`config.mk`:
```
export PLATFORM = sky130hd
export DESIGN_NAME = bsg_mesh_proc_traffic_gen
export DESIGN_NICKNAME = d
export VERILOG_FILES = /design/src/rtl/bsg_mesh_proc_traffic_gen.sv
export SDC_FILE = /design/constraint.sdc
export NUM_CORES = 1
export LEC_CHECK = 0
export CORE_AREA = 2 2 44 46
export DETAILED_ROUTE_END_ITERATION = 12
export DIE_AREA = 0 0 46 48
export GPL_TIMING_DRIVEN = 0
export PLACE_DENSITY_LB_ADDON = 0.25
export SYNTH_ARGS = -nofsm -noshare
export SYNTH_HDL_FRONTEND = slang
export SYNTH_SLANG_ARGS = --single-unit
```
`constraint.sdc`:
```
create_clock -name clk -period 2.3 [get_ports clk]
set_clock_uncertainty 0.1 [all_clocks]
set_input_delay 0.46 -clock clk [delete_from_list [all_inputs] [get_ports clk]]
set_output_delay 0.46 -clock clk [all_outputs]
set_load 0.05 [all_outputs]
```
`src/rtl/bsg_mesh_proc_traffic_gen.sv`:
```
// Traffic source for one mesh tile's proc input: one packet per destination per round, deterministic payload.
// First v_o one cycle after en_i; up to one packet per cycle; v_o/data_o hold while ready_and_i is low.
module bsg_mesh_proc_traffic_gen #(
    parameter  int x_cord_width_p = 2,
    parameter  int y_cord_width_p = 2,
    parameter  int data_width_p   = 4,
    parameter  int x_dim_p        = 4,
    parameter  int y_dim_p        = 4,
    parameter  int rounds_p       = 2,
    parameter  int gap_cycles_p   = 0,
    localparam int total_lp       = x_dim_p * y_dim_p * rounds_p,
    localparam int width_lp       = data_width_p + x_cord_width_p + y_cord_width_p,
    localparam int count_w_lp     = $clog2(total_lp + 1)
) (
    input  logic                      clk,
    input  logic                      reset,
    input  logic                      en_i,
    input  logic [x_cord_width_p-1:0] my_x_i,
    input  logic [y_cord_width_p-1:0] my_y_i,
    output logic [width_lp-1:0]       data_o,
    output logic                      v_o,
    input  logic                      ready_and_i,
    output logic                      done_o,
    output logic [count_w_lp-1:0]     sent_count_o
);

    localparam int round_w_lp = (rounds_p > 1) ? $clog2(rounds_p) : 1;
    localparam int gap_w_lp   = (gap_cycles_p > 0) ? $clog2(gap_cycles_p + 1) : 1;

    typedef enum logic [1:0] {IDLE, SEND, GAP, DONE} state_e;

    state_e                    state_q, state_n;
    logic [x_cord_width_p-1:0] dest_x_q;
    logic [y_cord_width_p-1:0] dest_y_q;
    logic [round_w_lp-1:0]     round_q;
    logic [gap_w_lp-1:0]       gap_q, gap_n;
    logic [count_w_lp-1:0]     count_q;

    logic                      transfer;
    logic                      last_pkt;
    logic                      x_wrap, y_wrap, round_wrap;
    int                        my_id, dest_id;
    logic [data_width_p-1:0]   payload;

    // Reset masks v_o combinationally so nothing can transfer in a reset cycle.
    assign v_o        = (state_q == SEND) && !reset;
    assign transfer   = v_o && ready_and_i;
    assign last_pkt   = (count_q == count_w_lp'(total_lp - 1));
    assign x_wrap     = (dest_x_q == x_cord_width_p'(x_dim_p - 1));
    assign y_wrap     = (dest_y_q == y_cord_width_p'(y_dim_p - 1));
    assign round_wrap = (round_q == round_w_lp'(rounds_p - 1));

    always_comb begin
        my_id   = int'(my_y_i) * x_dim_p + int'(my_x_i);
        dest_id = int'(dest_y_q) * x_dim_p + int'(dest_x_q);
        payload = data_width_p'(my_id) ^ data_width_p'(dest_id) ^ data_width_p'(round_q);
    end

    assign data_o       = v_o ? {payload, dest_x_q, dest_y_q} : '0;
    assign done_o       = (state_q == DONE);
    assign sent_count_o = count_q;

    always_comb begin
        state_n = state_q;
        gap_n   = gap_q;
        case (state_q)
            IDLE: begin
                if (en_i) state_n = SEND;
            end
            SEND: begin
                if (transfer) begin
                    if (last_pkt) begin
                        state_n = DONE;
                    end else if (gap_cycles_p > 0) begin
                        state_n = GAP;
                        gap_n   = gap_w_lp'(gap_cycles_p);
                    end else if (!en_i) begin
                        state_n = IDLE;
                    end
                end
            end
            GAP: begin
                gap_n = gap_q - 1'b1;
                if (gap_q <= gap_w_lp'(1)) state_n = en_i ? SEND : IDLE;
            end
            DONE: begin
                state_n = DONE;
            end
            default: begin
                state_n = IDLE;
            end
        endcase
    end

    always_ff @(posedge clk) begin
        if (reset) begin
            state_q  <= IDLE;
            dest_x_q <= '0;
            dest_y_q <= '0;
            round_q  <= '0;
            gap_q    <= '0;
            count_q  <= '0;
        end else begin
            state_q <= state_n;
            gap_q   <= gap_n;
            if (transfer) begin
                if (count_q != count_w_lp'(total_lp)) count_q <= count_q + 1'b1;
                // x is the fastest-moving index, round the slowest
                if (x_wrap) begin
                    dest_x_q <= '0;
                    if (y_wrap) begin
                        dest_y_q <= '0;
                        round_q  <= round_wrap ? '0 : round_q + 1'b1;
                    end else begin
                        dest_y_q <= dest_y_q + 1'b1;
                    end
                end else begin
                    dest_x_q <= dest_x_q + 1'b1;
                end
            end
        end
    end

endmodule

```
==> impl.org <==
** Global route
- The initial antenna violation count was 0.
- M1 GR Usage :: between 10% and 20%
- The via count of the first global-routing pass is 650.
- Largest net degree at the start of global routing :: 11
- For this run, global-route usage on met3 was measured as approximately 4.9%.
- Met2 routing resource usage after global routing :: between 30% and 40%
- Routing layer with the top usage in global route :: met2
- Summed over all layers, the global routing overflow is 0.
- The first global-routing pass estimated roughly 2.7 mm of wire.
- Across every metal layer, demand over resource in global routing totals 17.5%.

** Power and ir drop
- Power Total :: roughly 0.44 mW
- Dividing total power by cell area gives a power density of 448 nW/um^2.
- Static Leakage :: between 0.4 and 0.5 nW
- Worst IR Drop VDD :: 0.230 mV

** Synthesis
- Sequential elements use between 30% and 40% of the synthesized area.
- Syn. warnings :: 0
- Summing every instance area after synthesis gives between 700 and 800 sq um.
- Cell with the most instances after synthesis :: sky130_fd_sc_hd__dfxtp_1
- FFs w/ async S/R, synth :: 0%
- Yosys cell types :: 30
- Main area contributors after synthesis :: sky130_fd_sc_hd__dfxtp_1, sky130_fd_sc_hd__ha_1, sky130_fd_sc_hd__a21oi_1
- The cell count after synthesis came out at 85.
- Dominant synthesized flop cell :: sky130_fd_sc_hd__dfxtp_1
- Avg Inst Size Synth :: ~8.5 sq um
- Count of flip-flops with a built-in enable after synthesis :: 0
- The number of nets handed over by synthesis was 97.
- Cell accounting for the most synthesized area :: sky130_fd_sc_hd__dfxtp_1
- Commonest cells in the netlist :: sky130_fd_sc_hd__dfxtp_1, sky130_fd_sc_hd__nor2_1, sky130_fd_sc_hd__a21oi_1
- Of the post-synthesis cell area, the dominant cell type holds a little over a third.
- Flops & latches, synth :: 13

** Final layout
- Final net count :: about 130
- Fill cell instance count of the final layout :: between 150 and 200
- The multi-input combinational cells in the finished layout cover a total of 437 sq um.
- Layout-stage area growth over the synthesis result :: 35.4%
- Fraction of final layout cells with drive strength greater than 1 :: between 10% and 20%
- Storage cell area :: around 260 sq um
- Antenna diode count :: 0

** Clock network
- Number of buffers created by CTS :: 3
- Depth of the CTS H-tree :: 1
- The longest clock path from root to sink contains 2 buffers.
- Clock-pin slew was measured on the worst setup and hold paths at approximately 80 ps.
- Clock tree from TritonCTS :: done
- After clock tree synthesis, the setup repair step added 0 buffers.
- CTS Root Buffer Type :: sky130_fd_sc_hd__clkbuf_4
- For the worst-skew pair, the clock arrives at the later sink with an insertion delay of 280 ps.
- CTS Sinks :: 13

** Detailed routing
- Total routed wirelength :: 1.57 mm
- Violation count after the first detailed-route iteration :: 12
- Post-detailed-route count of antenna-violating nets :: 0
- Number of design rule violations left after detail routing :: 0
- Mean number of vias per cell :: 5.38
- Via count :: about 690
- Number of detailed-route iterations in the first pass :: 4
- After detailed routing, the average wire length per cell comes to roughly 12 microns.

** Critical path
- Required time of the worst setup path :: approximately 1700 ps
- R2r startpoint :: dest_x_q[0]$_SDFFE_PP0P_
- In this run the worst path has a maximum fanout of 6.
- The worst setup path is of the reg -> out kind.
- Endpoint type of the worst setup path :: output pin
- The most critical setup path has its startpoint at state_q[1]$_SDFFE_PP0P_.
- Reg2Reg Setup Slack :: between 700 and 800 ps
- Data arrival time of the worst path :: 1610 ps
- Startpoint Class :: flop

** Floorplan
- Die area :: around 2200 sq um
- The core region is 1690 sq um.
- The die is around 46 microns wide.
- Row generation in the floorplan step produced 15 rows.
- Count of boundary I/O pins :: 24
- Vertical extent of the die :: about 48 microns
- Initial Util :: 42.9%

** Timing
- Once routing completed, OpenROAD measured the worst setup slack at about 130 ps.
- Highest clock rate :: about 0.46 GHz
- RSZ-0062 raised after global routing :: false
- At the pin with the least slew margin, the transition time is around 530 ps.
- The hold violation total from the final report was 0.
- Hold WS :: approximately 390 ps
- Measured against its own limit, the worst slew margin works out to approximately 65%.
- Slew Viols, Final :: 0
- Subtracting the final worst setup slack from the clock period gives 2170 ps.
- Share of the clock period used by the worst path :: between 90% and 100%
- Setup violations remaining at the end of the flow were counted as 0.

** Outcome
- The flow ran to the end, and the final reports show no timing, DRC or antenna violations.

** Place
- Final Wtd Congestion :: 0.691
- Prior to clock tree synthesis, the placed netlist has a worst setup slack of -717 ps.
- The wire-length estimate of the detail-placed layout is between 1 and 1.5 mm.
- Count of buffers from port buffering :: 23

** Min path
- The worst hold path begins at round_q$_SDFFE_PP0P_.
- Class of the tightest hold or removal check :: reg -> reg

** Run
- Max-capacitance violation count :: 0
cells in the final DEF, fill, tap and decap left out, drive strengths merged, types with 2 or more instances in the layout:
cell,instances
inv,5
nor2,8
nand4bb,2
buf,10
xnor2,4
nand2b,3
nor3,2
nand2,3
and2,5
nand3,4
or3,2
o21ai,6
or4,2
mux2i,2
ha,4
dfxtp,13
clkbuf,5
clkdlybuf4s50,13
a21oi,7
repair_timing:
| action | CTS | global route |
|---|---|---|
| endpoints found under the setup margin | 9 | 0 |
| hold buffers | 0 | 0 |
| resized for setup | 54 | 0 |
layer usage:
metal	vias up	share of wire, %
met5	-	0
met4	0	3.1
met3	6	4.1
met2	18	50
met1	313	43
li1	357	-
kinds of logic after synthesis:
kind of cell    after synthesis  synth area share, %
compound gates               16                 11.9
buf+inv                       7                 3.80
simple gates                 37                 31.1
flops                        13                 35.9
mux                           3                 4.32
xor+xnor                      5                 6.04
fa+ha+maj                     4                 6.91
where the power goes:
group          total, mW  internal (mW)  switching (mW)  leakage (nW)
clock network      0.144         0.0673          0.0765        0.0150
registers          0.234          0.229         0.00535         0.105
logic             0.0620         0.0269          0.0351         0.285
total              0.440          0.323           0.117         0.406
registers in the layout, indices dropped and copies added (netlist names):
| name | flops |
|---|---|
| dest_y_q | 2 |
| sent_count_o | 6 |
| dest_x_q | 2 |
| state_q | 2 |
| round_q | 1 |
critical path, cell delays in order, from the launching register on:
cell	delay, ps
sky130_fd_sc_hd__dfxtp_1	400
sky130_fd_sc_hd__and2_1	140
sky130_fd_sc_hd__clkdlybuf4s50_1	790
stage by stage:
| step | std cells | setup TNS (ps) | instance area, sq um | utilization [%] |
|---|---|---|---|---|
| 6_report | 129 | 0 | 981 | 58.1 |
| 5_1_grt | 129 | 0 | 981 | 58.1 |
| 4_1_cts | 129 | 0 | 981 | 58.1 |
| 3_5_place_dp | 125 | -5980 | 976 | 57.8 |
| 3_3_place_gp | 125 | -5960 | 976 | 57.8 |
| 2_1_floorplan | 85 | 0 | 724 | - |
final timing paths:
path                              end  depth (start not counted)
min              round_q$_SDFFE_PP0P_                          1
max reg2reg  dest_y_q[0]$_SDFFE_PP0P_                          4
min reg2reg      round_q$_SDFFE_PP0P_                          1
max                            done_o                          2
cell type report:
cell class	instances	area share, %
Sequential cell	13	26.5
Buffer	2	0.893
Inverter	5	1.91
Multi-Input combinational cell	65	44.5
Clock buffer	4	2.68
Timing Repair Buffer	23	21.3
Tap cell	17	2.17
No activity file was read; power rests on OpenSTA's default activity.
